## src/rtl/tile_row_serializer.sv

```systemverilog
// ----------------------------------------------------------------------------
// tile_row_serializer
//
// Takes 96-bit tile-ROM row words from pixel_drawer and streams them out as
// 3-bit RGB pixels, one pixel per pixel-request strobe. A holding register
// in front of the active shifter lets the next row load on the same edge
// that consumes the last pixel of the current row, so rows stream back to
// back with no gap pixel.
//
// Build option:
//   TILE_SER_LSB_FIRST_EN  defined   -> pixel 0 = row_data_i[2:0], shift right
//                          undefined -> pixel 0 = row_data_i[95:93], shift left
//
// Ports:
//   clk_i           in   system clock, rising edge
//   rst_ni          in   asynchronous active-low reset
//   row_data_i      in   row word from tile ROM
//   row_valid_i     in   row_data_i is valid
//   row_ready_o     out  holding register empty, a row can be accepted
//   pixel_req_i     in   one-cycle strobe requesting the next pixel
//   pixel_o         out  current pixel colour (registered)
//   pixel_valid_o   out  pulse: pixel_o updated with real data this cycle
//   row_last_o      out  pulse with pixel_valid_o on the last pixel of a row
//   underrun_o      out  sticky: a request arrived with no pixel available
//   underrun_clr_i  in   synchronous clear of underrun_o (set wins)
// ----------------------------------------------------------------------------
module tile_row_serializer #(
    parameter int unsigned ROM_DATA_WIDTH = 96,
    parameter int unsigned PIXEL_WIDTH    = 3
) (
    input  logic                      clk_i,
    input  logic                      rst_ni,
    input  logic [ROM_DATA_WIDTH-1:0] row_data_i,
    input  logic                      row_valid_i,
    output logic                      row_ready_o,
    input  logic                      pixel_req_i,
    output logic [PIXEL_WIDTH-1:0]    pixel_o,
    output logic                      pixel_valid_o,
    output logic                      row_last_o,
    output logic                      underrun_o,
    input  logic                      underrun_clr_i
);

    // ROM_DATA_WIDTH must be an exact multiple of PIXEL_WIDTH.
    localparam int unsigned PIXELS_PER_ROW = ROM_DATA_WIDTH / PIXEL_WIDTH;
    localparam int unsigned CNT_W          = $clog2(PIXELS_PER_ROW + 1);

    localparam logic [CNT_W-1:0] CNT_FULL = CNT_W'(PIXELS_PER_ROW);
    localparam logic [CNT_W-1:0] CNT_ONE  = CNT_W'(1);
    localparam logic [CNT_W-1:0] CNT_ZERO = '0;

    logic [ROM_DATA_WIDTH-1:0] r_hold;
    logic                      r_hold_full;
    logic [ROM_DATA_WIDTH-1:0] r_shift;
    logic [CNT_W-1:0]          r_cnt;     // pixels left in shifter, 0 = empty
    logic [PIXEL_WIDTH-1:0]    r_pixel;
    logic                      r_pixel_valid;
    logic                      r_row_last;
    logic                      r_underrun;

    logic [PIXEL_WIDTH-1:0]    w_pixel_next;
    logic [ROM_DATA_WIDTH-1:0] w_shift_next;
    logic                      w_accept;
    logic                      w_shift_empty;

`ifdef TILE_SER_LSB_FIRST_EN
    assign w_pixel_next = r_shift[PIXEL_WIDTH-1:0];
    assign w_shift_next = {{PIXEL_WIDTH{1'b0}}, r_shift[ROM_DATA_WIDTH-1:PIXEL_WIDTH]};
`else
    assign w_pixel_next = r_shift[ROM_DATA_WIDTH-1 -: PIXEL_WIDTH];
    assign w_shift_next = {r_shift[ROM_DATA_WIDTH-PIXEL_WIDTH-1:0], {PIXEL_WIDTH{1'b0}}};
`endif

    assign row_ready_o   = ~r_hold_full;
    assign w_accept      = row_valid_i & ~r_hold_full;
    assign w_shift_empty = (r_cnt == CNT_ZERO);

    always_ff @(posedge clk_i or negedge rst_ni) begin
        if (!rst_ni) begin
            r_hold        <= '0;
            r_hold_full   <= 1'b0;
            r_shift       <= '0;
            r_cnt         <= CNT_ZERO;
            r_pixel       <= '0;
            r_pixel_valid <= 1'b0;
            r_row_last    <= 1'b0;
            r_underrun    <= 1'b0;
        end else begin
            r_pixel_valid <= 1'b0;
            r_row_last    <= 1'b0;

            if (underrun_clr_i) begin
                r_underrun <= 1'b0;
            end

            // Accept never coincides with a shifter load: ready is low while
            // the holding register is full.
            if (w_accept) begin
                r_hold      <= row_data_i;
                r_hold_full <= 1'b1;
            end

            if (pixel_req_i && !w_shift_empty) begin
                r_pixel       <= w_pixel_next;
                r_pixel_valid <= 1'b1;
                r_row_last    <= (r_cnt == CNT_ONE);
                if (r_cnt == CNT_ONE && r_hold_full) begin
                    // Last pixel out and next row waiting: reload seamlessly.
                    r_shift     <= r_hold;
                    r_cnt       <= CNT_FULL;
                    r_hold_full <= 1'b0;
                end else begin
                    r_shift <= w_shift_next;
                    r_cnt   <= r_cnt - CNT_ONE;
                end
            end else begin
                if (pixel_req_i) begin
                    // Shifter empty: underrun, even if a load happens now.
                    r_pixel    <= '0;
                    r_underrun <= 1'b1;
                end
                if (w_shift_empty && r_hold_full) begin
                    r_shift     <= r_hold;
                    r_cnt       <= CNT_FULL;
                    r_hold_full <= 1'b0;
                end
            end
        end
    end

    assign pixel_o       = r_pixel;
    assign pixel_valid_o = r_pixel_valid;
    assign row_last_o    = r_row_last;
    assign underrun_o    = r_underrun;

endmodule

```

## config.mk

```make
export PLATFORM = sky130hd
export DESIGN_NAME = tile_row_serializer
export DESIGN_NICKNAME = d
export VERILOG_FILES = /design/src/rtl/tile_row_serializer.sv
export SDC_FILE = /design/constraint.sdc
export NUM_CORES = 1
export LEC_CHECK = 0
export ABC_AREA = 1
export CORE_MARGIN = 4
export CORE_UTILIZATION = 60
export CTS_CLUSTER_DIAMETER = 120
export CTS_CLUSTER_SIZE = 40
export DETAILED_ROUTE_END_ITERATION = 7
export GPL_ROUTABILITY_DRIVEN = 1
export MAX_ROUTING_LAYER = met4
export PLACE_DENSITY = 0.89
export SLEW_MARGIN = 20
export SYNTH_ARGS = -nofsm -noshare
export SYNTH_HDL_FRONTEND = slang
export SYNTH_SLANG_ARGS = --single-unit
```

## constraint.sdc

```tcl
create_clock -name clk_i -period 2.45 [get_ports clk_i]
set_input_delay 0.6125 -clock clk_i [delete_from_list [all_inputs] [get_ports clk_i]]
set_output_delay 0.6125 -clock clk_i [all_outputs]
set_load 0.01 [all_outputs]
```

Word-level counts from Yosys, hierarchy flattened
Cells that the tools add are included.
Storage, ports and cells
  bits in registers: 205
  bits of input ports: 101
  output and inout bits: 7
  logic and storage cells: 36
Cells by class
  $add $sub $neg: 1
  equal/unequal tests: 1
  mux-type cells: 17
  bitwise gates (word level): 2
  reductions and logical operators: 7
Operators with widths (number)
  $mux 96: 3
  $mux 6: 3
  $mux 1: 9
  $eq 6x1->1 const B: 1
  $logic_not 6->1: 1
  $mux 3: 2
  $sub 6x1->6 const B: 1
  $reduce_bool 2->1: 2
  $logic_and 1x1->1: 3
  $and 1x1->1: 1
  $logic_not 1->1: 1
  $not 1->1: 1

Longest topological paths before layout
Gate-level depths: netlist (run 1).
  depth after elaboration: 5
  gate-level depth with buffers: 10

Least setup slack after synthesis (run 1)
Ideal clock, no wire load.
  path kind: register to register
  start: register r_cnt[0]
  end: register r_shift[11]
  setup time: 124 ps
  arrival time: 1475 ps
  slack: 851 ps
  cell stages (with the launch flop): 10
  buffers on the path: 2
  period minus slack after synthesis: 1599 ps
  cells stage by stage: dfrtp_1 > inv_1 > ha_1 > nand3_2 > nand2_2 > nand2_2 > buf_2 > buf_2 > nand3_1 > nand3_1
On the way
  longest elaborated chain between the ends: 4
  elaborated cells between the ends (all ways): 9
  classes of those cells: eq/ne: 1; mux: 2; reduce/logical: 6
Ends and longest elaborated chain
  start, declared: line 55  | logic [CNT_W-1:0] r_cnt;
  start signal, assigned: line 114  | r_cnt <= r_cnt - CNT_ONE;
  $eq 6x1->1 or $logic_not 6->1 (tied branches): line 107, 76
  $logic_and 1x1->1 or $logic_not 1->1 (tied branches): line 107, 103
  $mux 96 or $logic_and 1x1->1 (tied branches): line 107, 103
  $mux 96 or $reduce_bool 2->1 (tied branches)
  end signal, assigned: line 109  | r_shift <= r_hold;
  end signal, assigned: line 113  | r_shift <= w_shift_next;
  end signal, assigned: line 123  | r_shift <= r_hold;
  end, declared: line 54  | logic [ROM_DATA_WIDTH-1:0] r_shift;
Parallel ways exist; a longest one is shown, timed or not.
A chain may end at the register's enable or synchronous reset.

Final worst setup path (run 1)
  start: register r_hold_full
  end: output row_ready_o
On the way
  longest elaborated chain between the ends: 1
Ends and longest elaborated chain
  start, declared: line 53  | logic r_hold_full;
  start signal, assigned: line 81  | r_hold_full <= 1'b0;
  start signal, assigned: line 100  | r_hold_full <= 1'b1;
  start signal, assigned: line 111  | r_hold_full <= 1'b0;
  $not 1->1: line 74  | assign row_ready_o = ~r_hold_full;
  end, declared: line 35  | output logic row_ready_o,
No other way between the ends.

==> results of run 1 <==
-- final cells by class --
cell class	instances	area share [%]
sequential	205	49.8
clock inverter	1	0.292
timing repair buffer	127	13.1
multi-input combinational	583	29.6
inverter	75	2.77
tap	180	2.19
clock buffer	9	2.19
-- sequential cells by signal, summed over array words and instances (netlist names) --
signal / cells
r_hold: 96
r_shift: 96
r_cnt: 6
pixel_o: 3
pixel_valid_o: 1
r_hold_full: 1
row_last_o: 1
underrun_o: 1
-- metal layers --
metal / vias to the layer above / track usage, %
met5: - / -
met1: 3221 / 31.7
li1: 3121 / -
met2: 222 / 37.1
met3: 31 / 2.66
met4: 0 / 6.11
-- stage by stage --
step | hold slack (ns) | instances
2_1_floorplan | 0.317 | 920
3_3_place_gp | 0.463 | 1170
3_5_place_dp | 0.465 | 1170
4_1_cts | 0.102 | 1180
5_1_grt | 0.108 | 1180
6_report | 0.0991 | 1180
-- worst reg2reg max path, cell delays in order (launching register included) --
cell and delay, ns:
dfrtp_1 0.44, inv_1 0.14, ha_1 0.30, nand3_2 0.11, nand2_2 0.15, inv_4 0.07
nand2_4 0.08, buf_4 0.43, nand2_1 0.13, nand3_1 0.11, nand2_1 0.07
-- placed cells by master (no fill, tap or decap), types with 2 or more instances in the layout --
cell             count
a21oi_1             34
buf_12              10
buf_4               10
clkbuf_16            9
clkdlybuf4s50_1    106
dfrtp_1            205
ha_1                 2
inv_1               72
mux2_2              63
nand2_1            230
nand2_2              2
nand2_4              3
nand3_1            192
nand4_1              3
nor2_1              37
o21ai_0              3
o21ai_1              6
-- cells by family after synthesis --
group,after synthesis
simple gates,472
mux,63
buf+inv,132
compound gates,46
flops,205
fa+ha+maj,2
-- power by group --
group / switching, W / leakage, nW / internal (W)
logic: 0.00129 / 2.42 / 0.00115
clock network: 0.00102 / 0.122 / 0.000693
registers: 0.000639 / 2.38 / 0.00450
-- path summary, 6_finish.rpt --
| path | from | depth (start not counted) | slack [ns] | end |
|---|---|---|---|---|
| setup / recovery | r_hold_full$_DFF_PN0_ | 2 | 0.24 | row_ready_o |
| hold / removal | rst_ni | 1 | 0.1 | pixel_o[0]$_DFFE_PN0P_ |
| setup reg to reg | r_cnt[0]$_DFFE_PN0P_ | 10 | 0.32 | r_shift[72]$_DFFE_PN0P_ |
| hold reg to reg | r_hold[18]$_DFFE_PN0P_ | 2 | 0.46 | r_shift[18]$_DFFE_PN0P_ |
| max in group asynchronous | rst_ni | 2 | 1.55 | r_hold[21]$_DFFE_PN0P_ |
| min in group clk_i | r_hold[18]$_DFFE_PN0P_ | 2 | 0.46 | r_shift[18]$_DFFE_PN0P_ |
==> reports/metrics.yaml, run 1 <==
pwr:
  leakage_nw: 4.92
  power_density_mw_per_mm2: 902
  power_w: 0.00929
  ir_drop_uv: 624
synthesis:
  async_flop_share_pct: 100
  synth.distinct_cells: 28
  synth_commonest_cells: "nand2_1, dfrtp_1, nand3_1, inv_1, mux2_2"
  synth_most_common_cell: "nand2_1"
  ys_warn_count: 0
  synth.area.top_cells: "dfrtp_1, nand3_1, nand2_1"
  synth_xor_area_share_pct: 0
  synthSimpleGateAreaFrac_pct: 23.5
  synth_edf_count: 0
  yosysTopAreaCell: "dfrtp_1"
  avgSynthCellArea_sq_um: 9.54
  ys.flop_type: "dfrtp_1"
  synth_top_area_share_pct: 58.5
  synth_area_sq_mm: 0.00877
  synth_top_family_by_area: "simple AND/OR/NAND/NOR gates"
  synth_mux_area_share_pct: 8.08
  syn_inst: 920
  ys_seq_area_share_pct: 58.5
  synth_compound_area_share_pct: 2.71
  syn_nets: 1023
  yosys.area_share.adder_pct: 0.285
  ys_ff_latch: 205
cells_and_area:
  fillCellCount: 981
  drive_gt1_share_pct: 10.6
  regArea_sq_mm: 0.00513
  fin_nets: 1104
  diodes: 0
  design_area_sq_mm: 0.0103
  syn_to_final_growth_pct: 17.3
  post-route-util_pct: 73.0
  multiInputGateArea_sq_mm: 0.00305
place:
  place_ws_ns: 0.151
  placed_area_sq_mm: 0.0100
  dp_hpwl_mm: 11.8
  finalWeightedCongestion: 0.808
  portBuffers: 107
cts:
  cts_hold_buf: 0
  clk_path_buf_depth: 3
  clock_latency_ns: 0.47
  post_cts_buffers: 0
  post_cts_resize_count: 0
  numClockSinks: 205
  root_buffer: "clkbuf_16"
  htreeDepth: 1
  path_clk_slew_ns: 0.14
  cts_tree: "done"
  cts_made_buffers: 9
critical_path:
  crit_path_start_kind: "register"
  slowest_stage: "clkdlybuf4s50_1"
  worstPathArrival_ns: 1.59
  path_buf_inv: 2
  cp_slowest_stage_delay_ns: 0.56
  cpLargestDelayFamily: "buffers and inverters"
  path_class: "register to output pin"
  required_ns: 1.84
  cp-end-kind: "output pin"
  path_cells: "inv_1 -> clkdlybuf4s50_1"
  cp_max_fo: 4
run:
  drv_cap: 0
timing:
  skew_ns: 0.0559
  max_freq_ghz: 0.453
  slew_headroom_pct: 67.2
  setup_viol: 0
  setup_tns_ns: 0
  finalMaxSlewViolations: 0
  fin_crit_ns: 2.21
  rsz0062_at_grt: "false"
  worst-slew-pin-transition_ns: 0.492
  worst_slack_ns: 0.244
  hold_viol_final: 0
  timing.final.crit_share_pct: 90.1
die:
  start_util_pct: 62.2
  core_sq_mm: 0.0141
  die_y_microns: 129
  die_w_microns: 129
  io-pin-count: 108
  dieArea_sq_mm: 0.0166
  row_count: 43
drt:
  top_layer: "met4"
  dr_wl_met2_mm: 8.83
  met1_length_mm: 8.02
  wl_met3_mm: 1.02
  avgViaCountPerCell: 5.59
  drtIter0Drc: 736
  firstDrtPassIters: 5
  postRouteAntennaNets: 0
  routed_wl_mm: 18.3
  vias: 6595
  drcViolationCount: 0
  wl_per_cell_microns: 15.5
grt:
  antenna_found_initial: 0
  grt_pass1_vias: 6471
  overflow: 0
  grt_pass1_wl_mm: 30.8
  track_usage_pct: 23.1
  grt_max_degree: 73
run_status:
  status: "finished, final reports clean"
worst_hold_path:
  hold_path_class: "input port to async pin"
(Power assumes the default switching activity.)
==> run 2: changes to the inputs <==
Settings changed: CORE_ASPECT_RATIO set to 0.75.
==> run 2 against run 1 <==
  * Flip-flop and latch count is the same
  * Power rose by 0.31%
  * Register-to-register slack better by 0.05 ns
  * Clock power about the same
  * Die area rose by 0.12%
  * Critical path depth unchanged
  * Core utilization rose by 0.39 points
  * Cell area about the same
  * Non-clock buffer count is 2 lower
  * Global-route usage is 0.23 points higher
  * Routed wire length increased by 2.2%
==> reports/metrics.yaml, run 2 (synthesis results as in run 1) <==
run_status:
  status: "finished, final reports clean"
cells_and_area:
  top_regs: "r_hold (96), r_shift (96), r_cnt (6)"
  fillCellCount: 969
  post-route-util_pct: 73.4
  multiInputGateArea_sq_mm: 0.00305
  diodes: 0
  final_common_cell: "nand2_1"
  drive_gt1_share_pct: 10.4
  final_cell_mix: "nand2_1, dfrtp_1, nand3_1"
  regArea_sq_mm: 0.00513
  fin_nets: 1102
  syn_to_final_growth_pct: 17.4
timing:
  skew_ns: 0.0548
  whs_ns: 0.0198
  fin_crit_ns: 2.22
  worst-slew-pin-transition_ns: 0.448
  hold_viol_final: 0
  rsz0062_at_grt: "false"
  slew_headroom_pct: 70.1
  max_freq_ghz: 0.451
  setup_viol: 0
  finalMaxSlewViolations: 0
  setup_tns_ns: 0
  timing.final.crit_share_pct: 90.6
cts:
  htreeDepth: 1
  post_cts_resize_count: 0
  cts_tree: "done"
  path_clk_slew_ns: 0.14
  cts_hold_buf: 0
  clk_path_buf_depth: 3
  root_buffer: "clkbuf_16"
  numClockSinks: 205
  cts_made_buffers: 9
  clock_latency_ns: 0.47
  post_cts_buffers: 0
drt:
  vias: 6624
  postRouteAntennaNets: 0
  wl_per_cell_microns: 15.7
  drcViolationCount: 0
  drtIter0Drc: 532
  firstDrtPassIters: 5
  routed_wl_mm: 18.7
  avgViaCountPerCell: 5.55
place:
  portBuffers: 107
  dp_hpwl_mm: 12.1
  finalWeightedCongestion: 0.816
critical_path:
  cp_slowest_stage_delay_ns: 0.55
  crit_path_start_kind: "register"
  path_cells: "inv_1 -> clkdlybuf4s50_1"
  cp_max_fo: 4
  path_class: "register to output pin"
  r2r-start: "r_cnt[0]$_DFFE_PN0P_"
  rr_endpoint: "r_shift[72]$_DFFE_PN0P_"
  rr_worst_depth: 10
  cp-end-kind: "output pin"
  worstPathArrival_ns: 1.61
  required_ns: 1.84
  slowest_stage: "clkdlybuf4s50_1"
  reg2reg_slack_ns: 0.37
grt:
  grt_pass1_vias: 6442
  antenna_found_initial: 0
  overflow: 0
  grt_pass1_wl_mm: 31.6
  grt_max_degree: 91
  track_usage_pct: 23.3
pwr:
  ir_drop_uv: 467
  power_density_mw_per_mm2: 905
  leakage_nw: 4.92
die:
  die_w_microns: 148
  core_sq_mm: 0.0140
  io-pin-count: 108
  die_y_microns: 113
  dieArea_sq_mm: 0.0166
  row_count: 37
  start_util_pct: 62.6
run:
  drv_cap: 0
worst_hold_path:
  hold_path_class: "input port to async pin"
-- run 2: changes by cell type in the layout (fill, tap and decap cells not counted), sizes merged --
cell,before,now
buf,20,18
-- run 2: worst max-delay path by stage --
stage / start / endpoint / slack [ns]
finish: r_hold_full$_DFF_PN0_ / row_ready_o / 0.23
global route: r_hold_full$_DFF_PN0_ / row_ready_o / 0.16
CTS: r_hold_full$_DFF_PN0_ / row_ready_o / 0.22
detailed placement: pixel_req_i / r_cnt[2]$_DFFE_PN0P_ / 0.22
global placement: pixel_req_i / r_cnt[2]$_DFFE_PN0P_ / 0.31
floorplan: r_cnt[0]$_DFFE_PN0P_ / r_shift[11]$_DFFE_PN0P_ / 0.85
-- run 2: final cells by class --
type / instances / share of cell area, %
clock buffers: 9 / 2.19
clock inverters: 1 / 0.292
inverters: 75 / 2.77
multi-input cells: 583 / 29.6
flip-flops and latches: 205 / 49.8
well taps: 195 / 2.37
repair buffers: 125 / 13.0
-- run 2: worst max-delay path, delay by kind of cell, from the launching register on --
kind | cells | cell delay [ns]
DFF | 1 | 0.45
buffers and inverters | 2 | 0.69
-- run 2: report_power, final --
part	internal [W]	switching [W]	total [W]	leakage, nW
Clock	0.000693	0.00100	0.00170	0.122
Combinational	0.00114	0.00132	0.00247	2.41
Sequential	0.00450	0.000651	0.00515	2.38
Total	0.00634	0.00298	0.00931	4.92
-- run 2: layer usage --
| layer | vias up | part of all wire [%] | global-route usage, % |
|---|---|---|---|
| met3 | 37 | 5.5 | 2.88 |
| li1 | 3122 | - | - |
| met5 | - | 0 | - |
| met2 | 233 | 48 | 37.4 |
| met4 | 0 | 1.8 | 4.72 |
| met1 | 3232 | 44 | 32.8 |
-- run 2: metrics by stage --
stage	power [W]	cell area [sq um]	setup WS [ns]	cells
5_1_grt	0.00993	10300	0.163	1193
3_5_place_dp	0.00764	10000	0.224	1183
6_report	0.00931	10300	0.230	1193
2_1_floorplan	0.00677	8770	0.851	920
3_3_place_gp	0.00747	10000	0.305	1183
4_1_cts	0.00936	10300	0.221	1193
==> run 3: changes to the inputs <==
Settings changed: CAP_MARGIN set to 25, CTS_BUF_LIST set to sky130_fd_sc_hd__clkbuf_16.
==> results of run 3 <==
The final DEF is identical to that of run 2; final timing and power are the same.
